[src/rtl/gzip_pkg.sv]
// Shared GZIP definitions: output framer state encoding, core word width and
// a buffer fill helper.
package gzip_pkg;

  localparam int GZIP_WORD_W = 32;

  typedef enum logic [2:0] {
    ST_IDLE,
    ST_STREAM,
    ST_FLUSH,
    ST_LAST,
    ST_FINISH
  } framer_state_e;

  // Words held plus the word still in the FIFO read pipe.
  function automatic logic [2:0] fill_level(input logic [1:0] occ, input logic infl);
    return {1'b0, occ} + {2'b00, infl};
  endfunction

endpackage

[src/rtl/gzip_out_framer_if.sv]
// FIFO read port and host stream channel of the GZIP output framer.
interface gzip_out_framer_if
  import gzip_pkg::*;
#(
  parameter int DATA_WIDTH = GZIP_WORD_W
);

  logic                  fifo_empty;
  logic [DATA_WIDTH-1:0] fifo_data;
  logic                  fifo_rden;
  logic [DATA_WIDTH-1:0] m_data;
  logic                  m_valid;
  logic                  m_ready;
  logic                  m_eof;

  modport master (
    input  fifo_empty, fifo_data, m_ready,
    output fifo_rden, m_data, m_valid, m_eof
  );

  modport slave (
    output fifo_empty, fifo_data, m_ready,
    input  fifo_rden, m_data, m_valid, m_eof
  );

endinterface

[src/rtl/out_framer_buf.sv]
// Three-entry register FIFO between the core FIFO read pipe and the host stream;
// reports its occupancy so the framer can hold back the newest word.
module out_framer_buf
  import gzip_pkg::*;
#(
  parameter int DATA_WIDTH = GZIP_WORD_W
) (
  input  logic                  clk,
  input  logic                  rst_n,
  input  logic                  push,
  input  logic [DATA_WIDTH-1:0] push_data,
  input  logic                  pop,
  output logic [DATA_WIDTH-1:0] head,
  output logic [1:0]            occ
);

  logic [DATA_WIDTH-1:0] mem [3];
  logic [1:0]            wr_ptr;
  logic [1:0]            rd_ptr;
  logic [1:0]            cnt;

  function automatic logic [1:0] next_ptr(input logic [1:0] p);
    return (p == 2'd2) ? 2'd0 : p + 2'd1;
  endfunction

  // NOTE: non-blocking assignments for every flop so all state updates see the
  // pre-edge values, regardless of statement order.
  always_ff @(posedge clk or negedge rst_n) begin
    if (!rst_n) begin
      wr_ptr <= 2'd0;
      rd_ptr <= 2'd0;
      cnt    <= 2'd0;
    end else begin
      if (push) wr_ptr <= next_ptr(wr_ptr);
      if (pop)  rd_ptr <= next_ptr(rd_ptr);
      case ({push, pop})
        2'b10:   cnt <= cnt + 2'd1;
        2'b01:   cnt <= cnt - 2'd1;
        default: cnt <= cnt;
      endcase
    end
  end

  // NOTE: storage is deliberately not reset; cnt governs which entries are live,
  // and the top masks m_data whenever nothing valid is presented.
  always_ff @(posedge clk) begin
    if (push) mem[wr_ptr] <= push_data;
  end

  assign head = mem[rd_ptr];
  assign occ  = cnt;

endmodule

[src/rtl/gzip_out_framer.sv]
// Drains the GZIP core output FIFO into a valid/ready stream and tags the final
// word of each compressed stream with m_eof. Optional macro: OUT_FRAMER_WCNT_EN.
module gzip_out_framer
  import gzip_pkg::*;
#(
  parameter int DATA_WIDTH   = GZIP_WORD_W,
  parameter int CNT_WIDTH    = 24,
  parameter int EMPTY_SETTLE = 4
) (
  input  logic                 clk,
  input  logic                 rst_n,
  input  logic                 gzip_done,
  gzip_out_framer_if.master    bus,
  output logic [CNT_WIDTH-1:0] word_count
);

  localparam logic [3:0] SETTLE_LAST = 4'(EMPTY_SETTLE - 1);

  framer_state_e         state_q, state_d;
  logic [3:0]            settle_q, settle_d;
  logic                  infl_q;
  logic                  rd_en;
  logic                  read_ok;
  logic                  valid;
  logic                  eof;
  logic                  xfer;
  logic                  pop;
  logic [1:0]            occ;
  logic [DATA_WIDTH-1:0] head;

  always_ff @(posedge clk or negedge rst_n) begin
    if (!rst_n) begin
      state_q  <= ST_IDLE;
      settle_q <= 4'd0;
      infl_q   <= 1'b0;
    end else begin
      state_q  <= state_d;
      settle_q <= settle_d;
      infl_q   <= rd_en;
    end
  end

  // Reads are gated by rst_n so the strobe stays low throughout reset.
  assign read_ok = rst_n && !bus.fifo_empty && (fill_level(occ, infl_q) < 3'd3);

  // NOTE: every output of this block gets a default first; a path that skips an
  // assignment would otherwise infer a latch.
  always_comb begin
    state_d  = state_q;
    settle_d = settle_q;
    rd_en    = 1'b0;
    valid    = 1'b0;
    eof      = 1'b0;
    case (state_q)
      ST_IDLE: begin
        rd_en = read_ok;
        if (!bus.fifo_empty) begin
          state_d = ST_STREAM;
        end else if (gzip_done) begin
          state_d  = ST_FLUSH;
          settle_d = 4'd0;
        end
      end
      ST_STREAM: begin
        rd_en = read_ok;
        valid = (occ >= 2'd2);
        if (gzip_done) begin
          state_d  = ST_FLUSH;
          settle_d = 4'd0;
        end
      end
      ST_FLUSH: begin
        rd_en = read_ok;
        valid = (occ >= 2'd2);
        if (!bus.fifo_empty) begin
          settle_d = 4'd0;
        end else if (!infl_q) begin
          // Last empty cycle is also the one with no read issued, so nothing
          // can still be in flight when LAST starts.
          if (settle_q == SETTLE_LAST) begin
            state_d  = ST_LAST;
            settle_d = 4'd0;
          end else begin
            settle_d = settle_q + 4'd1;
          end
        end
      end
      ST_LAST: begin
        // occ==0 here only for a zero-word stream: a single empty eof beat.
        valid = 1'b1;
        eof   = (occ <= 2'd1);
        if (bus.m_ready && eof) state_d = ST_FINISH;
      end
      ST_FINISH: begin
        if (!gzip_done) state_d = ST_IDLE;
      end
      default: state_d = ST_IDLE;
    endcase
  end

  assign xfer = valid && bus.m_ready;
  assign pop  = xfer && (occ != 2'd0);

  out_framer_buf #(
    .DATA_WIDTH (DATA_WIDTH)
  ) u_buf (
    .clk       (clk),
    .rst_n     (rst_n),
    .push      (infl_q),
    .push_data (bus.fifo_data),
    .pop       (pop),
    .head      (head),
    .occ       (occ)
  );

  assign bus.fifo_rden = rd_en;
  assign bus.m_valid   = valid;
  assign bus.m_eof     = eof;
  assign bus.m_data    = (valid && occ != 2'd0) ? head : '0;

`ifdef OUT_FRAMER_WCNT_EN
  logic [CNT_WIDTH-1:0] wcnt_q;

  always_ff @(posedge clk or negedge rst_n) begin
    if (!rst_n) begin
      wcnt_q <= '0;
    end else if (state_q == ST_FINISH && !gzip_done) begin
      wcnt_q <= '0;
    end else if (xfer && wcnt_q != '1) begin
      wcnt_q <= wcnt_q + 1'b1;
    end
  end

  assign word_count = wcnt_q;
`else
  assign word_count = '0;
`endif

endmodule

[src/flat_wrapper.sv]
// flat-port wrapper written by rule: the top's interface ports become plain ports
module gzip_out_framer_flat import gzip_pkg::*;
#(
  parameter int DATA_WIDTH   = GZIP_WORD_W,
  parameter int CNT_WIDTH    = 24,
  parameter int EMPTY_SETTLE = 4
)
  (clk, rst_n, gzip_done, word_count, bus_fifo_empty, bus_fifo_data, bus_m_ready, bus_fifo_rden, bus_m_data, bus_m_valid, bus_m_eof);
  gzip_out_framer_if #(.DATA_WIDTH(DATA_WIDTH)) bus_i ();
  input  logic clk;
  input  logic rst_n;
  input  logic gzip_done;
  output logic [CNT_WIDTH-1:0] word_count;
  input wire logic [$bits(bus_i.fifo_empty)-1:0] bus_fifo_empty;
  input wire logic [$bits(bus_i.fifo_data)-1:0] bus_fifo_data;
  input wire logic [$bits(bus_i.m_ready)-1:0] bus_m_ready;
  output wire logic [$bits(bus_i.fifo_rden)-1:0] bus_fifo_rden;
  output wire logic [$bits(bus_i.m_data)-1:0] bus_m_data;
  output wire logic [$bits(bus_i.m_valid)-1:0] bus_m_valid;
  output wire logic [$bits(bus_i.m_eof)-1:0] bus_m_eof;
  assign bus_i.fifo_empty = bus_fifo_empty;
  assign bus_i.fifo_data = bus_fifo_data;
  assign bus_i.m_ready = bus_m_ready;
  assign bus_fifo_rden = bus_i.fifo_rden;
  assign bus_m_data = bus_i.m_data;
  assign bus_m_valid = bus_i.m_valid;
  assign bus_m_eof = bus_i.m_eof;
  gzip_out_framer #(.DATA_WIDTH(DATA_WIDTH), .CNT_WIDTH(CNT_WIDTH), .EMPTY_SETTLE(EMPTY_SETTLE)) u_core (.clk(clk), .rst_n(rst_n), .gzip_done(gzip_done), .bus(bus_i), .word_count(word_count));
endmodule
[config.mk]
export PLATFORM = sky130hd
export DESIGN_NAME = gzip_out_framer_flat
export DESIGN_NICKNAME = d
export VERILOG_FILES = /design/src/rtl/gzip_pkg.sv /design/src/rtl/gzip_out_framer_if.sv /design/src/rtl/out_framer_buf.sv /design/src/rtl/gzip_out_framer.sv /design/src/flat_wrapper.sv
export SDC_FILE = /design/constraint.sdc
export NUM_CORES = 1
export LEC_CHECK = 0
export CAP_MARGIN = 5
export CELL_PAD_IN_SITES_DETAIL_PLACEMENT = 0
export CELL_PAD_IN_SITES_GLOBAL_PLACEMENT = 1
export CORE_MARGIN = 2
export CORE_UTILIZATION = 25
export DETAILED_ROUTE_END_ITERATION = 7
export DONT_BUFFER_PORTS = 1
export PLACE_DENSITY_LB_ADDON = 0.12
export RECOVER_POWER = 25
export SLEW_MARGIN = 20
export SYNTH_ARGS = -nofsm -noshare
export SYNTH_HDL_FRONTEND = slang
export SYNTH_SLANG_ARGS = --single-unit
[constraint.sdc]
create_clock -name clk -period 3.14 [get_ports clk]
set_input_delay 0.628 -clock clk [delete_from_list [all_inputs] [get_ports clk]]
set_output_delay 0.628 -clock clk [all_outputs]
set_load 0.05 [all_outputs]
==> impl_metrics.ini <==
[run_status]
status = complete, no violations

[sta]
setup_ws_ns = 0.359
slew_headroom = 0.511
slew_viol_final = 0
finalCriticalPeriod_ns = 2.78
fmax_ghz = 0.360
rsz0062_at_grt = no
setup_viol = 0
fin_setup_tns_ns = 0
finalCritPeriodShare = 0.886
hold_violations = 0
finalClockSkew_ns = 0.00532
tightest_slew_ns = 0.733

[grt]
grt_max_degree = 36
grt_first_pass_wirelength_um = 15300
antenna_found_initial = 0
grt_busiest_layer = met2
grt_use_total = 0.104
grt_util_met2 = 0.170
met3_usage = 0.0317
grt-ovfl-total = 0
grt_pass1_vias = 2656
globalRouteMet1Util = 0.126

[worst_setup_path]
cp_data_required_time_ns = 2.51
slowest_delay_ns = 0.42
cp-start-kind = flip-flop
crit_end = bus_m_data[23]
crit_family = buffers and inverters
crit_cells = 8
reg2reg_from = u_core.u_buf.occ[0]$_DFFE_PN0P_
reg2reg_slack_ns = 1.14
crit_fanout = 17
reg2reg_to = u_core.u_buf.occ[1]$_DFFE_PN0P_
cp_num_buf_inv = 3
rr_worst_depth = 9
critical_path.startpoint = u_core.u_buf.occ[0]$_DFFE_PN0P_
slowest_stage = dfrtp_1
worstPathArrival_ns = 2.15
critPathKind = flip-flop to primary output
end_kind = primary output
cp_cell_sequence = inv_1, ha_1, o22ai_1, a21oi_2, nand2_2, buf_12, nor2_1, buf_4

[floorplan]
ios = 96
core_mm2 = 0.0186
start_util = 0.253
dieHeight_um = 141
rows = 50
dieWidth_um = 141
die_area_mm2 = 0.0200

[synth]
ys_async_sr_fraction = 0.127
synth_cell_type_count = 41
synth_top_flop_cell = edfxtp_1
synth_top_area_cell = edfxtp_1
synth_edf_count = 96
synth.area.top_cells = edfxtp_1 61%, dfrtp_1 7.4%, mux2i_1 7.2%
netlist.area_leader.share = 0.611
syn_area_per_cell_um2 = 13.4
seq_area_frac_synth = 0.685
syn_area_mm2 = 0.00472
netlist_instances = 351
ys_ff_latch = 110
yosysWarnings = 0

[cells_and_area]
drive_above_1_share = 0.176
final_nets = 431
utilization = 0.297
final_cell_mix = 96 x edfxtp_1, 68 x nor2_1, 38 x buf_4, 35 x a21oi_1, 34 x mux2i_1
syn2layout_area_growth_pct = 17.3
layout.cells.most_common = edfxtp_1
instances_no_fill = 626
diodes = 0

[power_and_ir_drop]
peakVddDrop_uv = 328
power.density_mw_per_mm2 = 1030
leakage_uw = 0.00207

[flow_run]
maxCapViolations = 0

[clock_network]
cts_buffers = 9
cts-root-buf = clkbuf_16
cts_resized = 0
clockBufferDepth = 2
clk_pin_slew_ns = 0.07
h-tree-depth = 3
clock-sinks = 110
cts_tree = done
worstSkewPairLatency_ns = 0.35

[place]
dpl_worst_slack_ns = 0.670
gp_congestion = 0.727
portBuffers = 0
dp_hpwl_um = 6270
place_inst = 609

[routing]
dr.pass1.iters = 4
vias = 2644
drc = 0
drt-wirelength-per-cell_um = 15.8
final_antenna_net_count = 0
vias_per_cell = 4.22
drtIter0Drc = 161
wirelength_um = 9910

[worst_hold_path]
hp-class = primary input to flip-flop
through the flow:
step	cell area [µm²]	hold slack, ns	power [µW]
after floorplan	4820	0.332	3920
after global placement	5240	0.333	4690
after detailed placement	5240	0.333	4690
after CTS	5540	0.352	5850
after global routing	5540	0.347	6090
final	5540	0.369	5730
area by class of cell:
type                    instances  area, µm²
clock buffers                  11        233
clock inverters                 5       58.8
fillers                      1905      13100
inverters                       8       30.0
multi-input cells             215       1310
flip-flops and latches        110       3240
well taps                     234        293
repair buffers                 43        375
Yosys cell counts (2+ instances only):
cell and count:
nand2b_1 2, nor2b_1 4, edfxtp_1 96, mux2_2 2
o21ai_0 4, a21oi_1 35, mux2i_1 34, buf_2 5
nand3b_1 2, ha_1 7, dfrtp_1 14, clkbuf_1 2
buf_4 29, inv_1 8, a21o_1 3, nand3_1 2
xnor2_1 2, buf_1 4, nor2_1 69, nand2_1 6
registers in the layout (all words and copies together), names as in the netlist:
| signal | count |
|---|---|
| u_core.infl_q | 1 |
| u_core.settle_q | 4 |
| u_core.state_q | 3 |
| u_core.u_buf.mem | 96 |
| u_core.u_buf.occ | 2 |
| u_core.u_buf.rd_ptr | 2 |
| u_core.u_buf.wr_ptr | 2 |
how the worst min path moves through the flow:
stage                                  from                           endpoint  cells past startpoint
after floorplan                       rst_n            u_core.infl_q$_DFF_PN0_                      0
after global placement                rst_n      u_core.state_q[1]$_DFFE_PN0P_                      0
after detailed placement              rst_n      u_core.state_q[1]$_DFFE_PN0P_                      0
after CTS                  bus_fifo_data[4]   u_core.u_buf.mem[0][4]$_DFFE_PP_                      0
after global routing      bus_fifo_data[13]  u_core.u_buf.mem[0][13]$_DFFE_PP_                      0
final                      bus_fifo_data[3]   u_core.u_buf.mem[0][3]$_DFFE_PP_                      0
logic make-up (layout without fill, tap and decap cells):
group           after synthesis  after routing  share of synthesized area
compound gates               53             53                     0.0657
xor+xnor                      2              2                    0.00371
fa+ha+maj                     7              7                     0.0186
buf+inv                      49             67                     0.0636
flops                       110            110                      0.685
mux                          36             36                     0.0769
other cells                   1             24                   0.000794
simple gates                 93             93                     0.0859
routing by layer:
layer  wire length [µm]  vias to the layer above
met4                218                        0
met2               4850                       67
met3                577                       13
met1               4270                     1279
li1                   -                     1285
met5                  0                        -
where the power goes:
part | switching (µW) | internal [µW] | leakage [µW]
sequential | 270 | 1800 | 0.00105
clock | 510 | 621 | 0.000138
combinational | 1680 | 845 | 0.000883
timing repair:
action / in CTS / in global routing
hold buffers: 1 / 0
endpoints found under the hold margin: 14 / 0
endpoints found under the setup margin: 0 / 0
buffers inserted: 0 / 0
(Power assumes the default switching activity.)
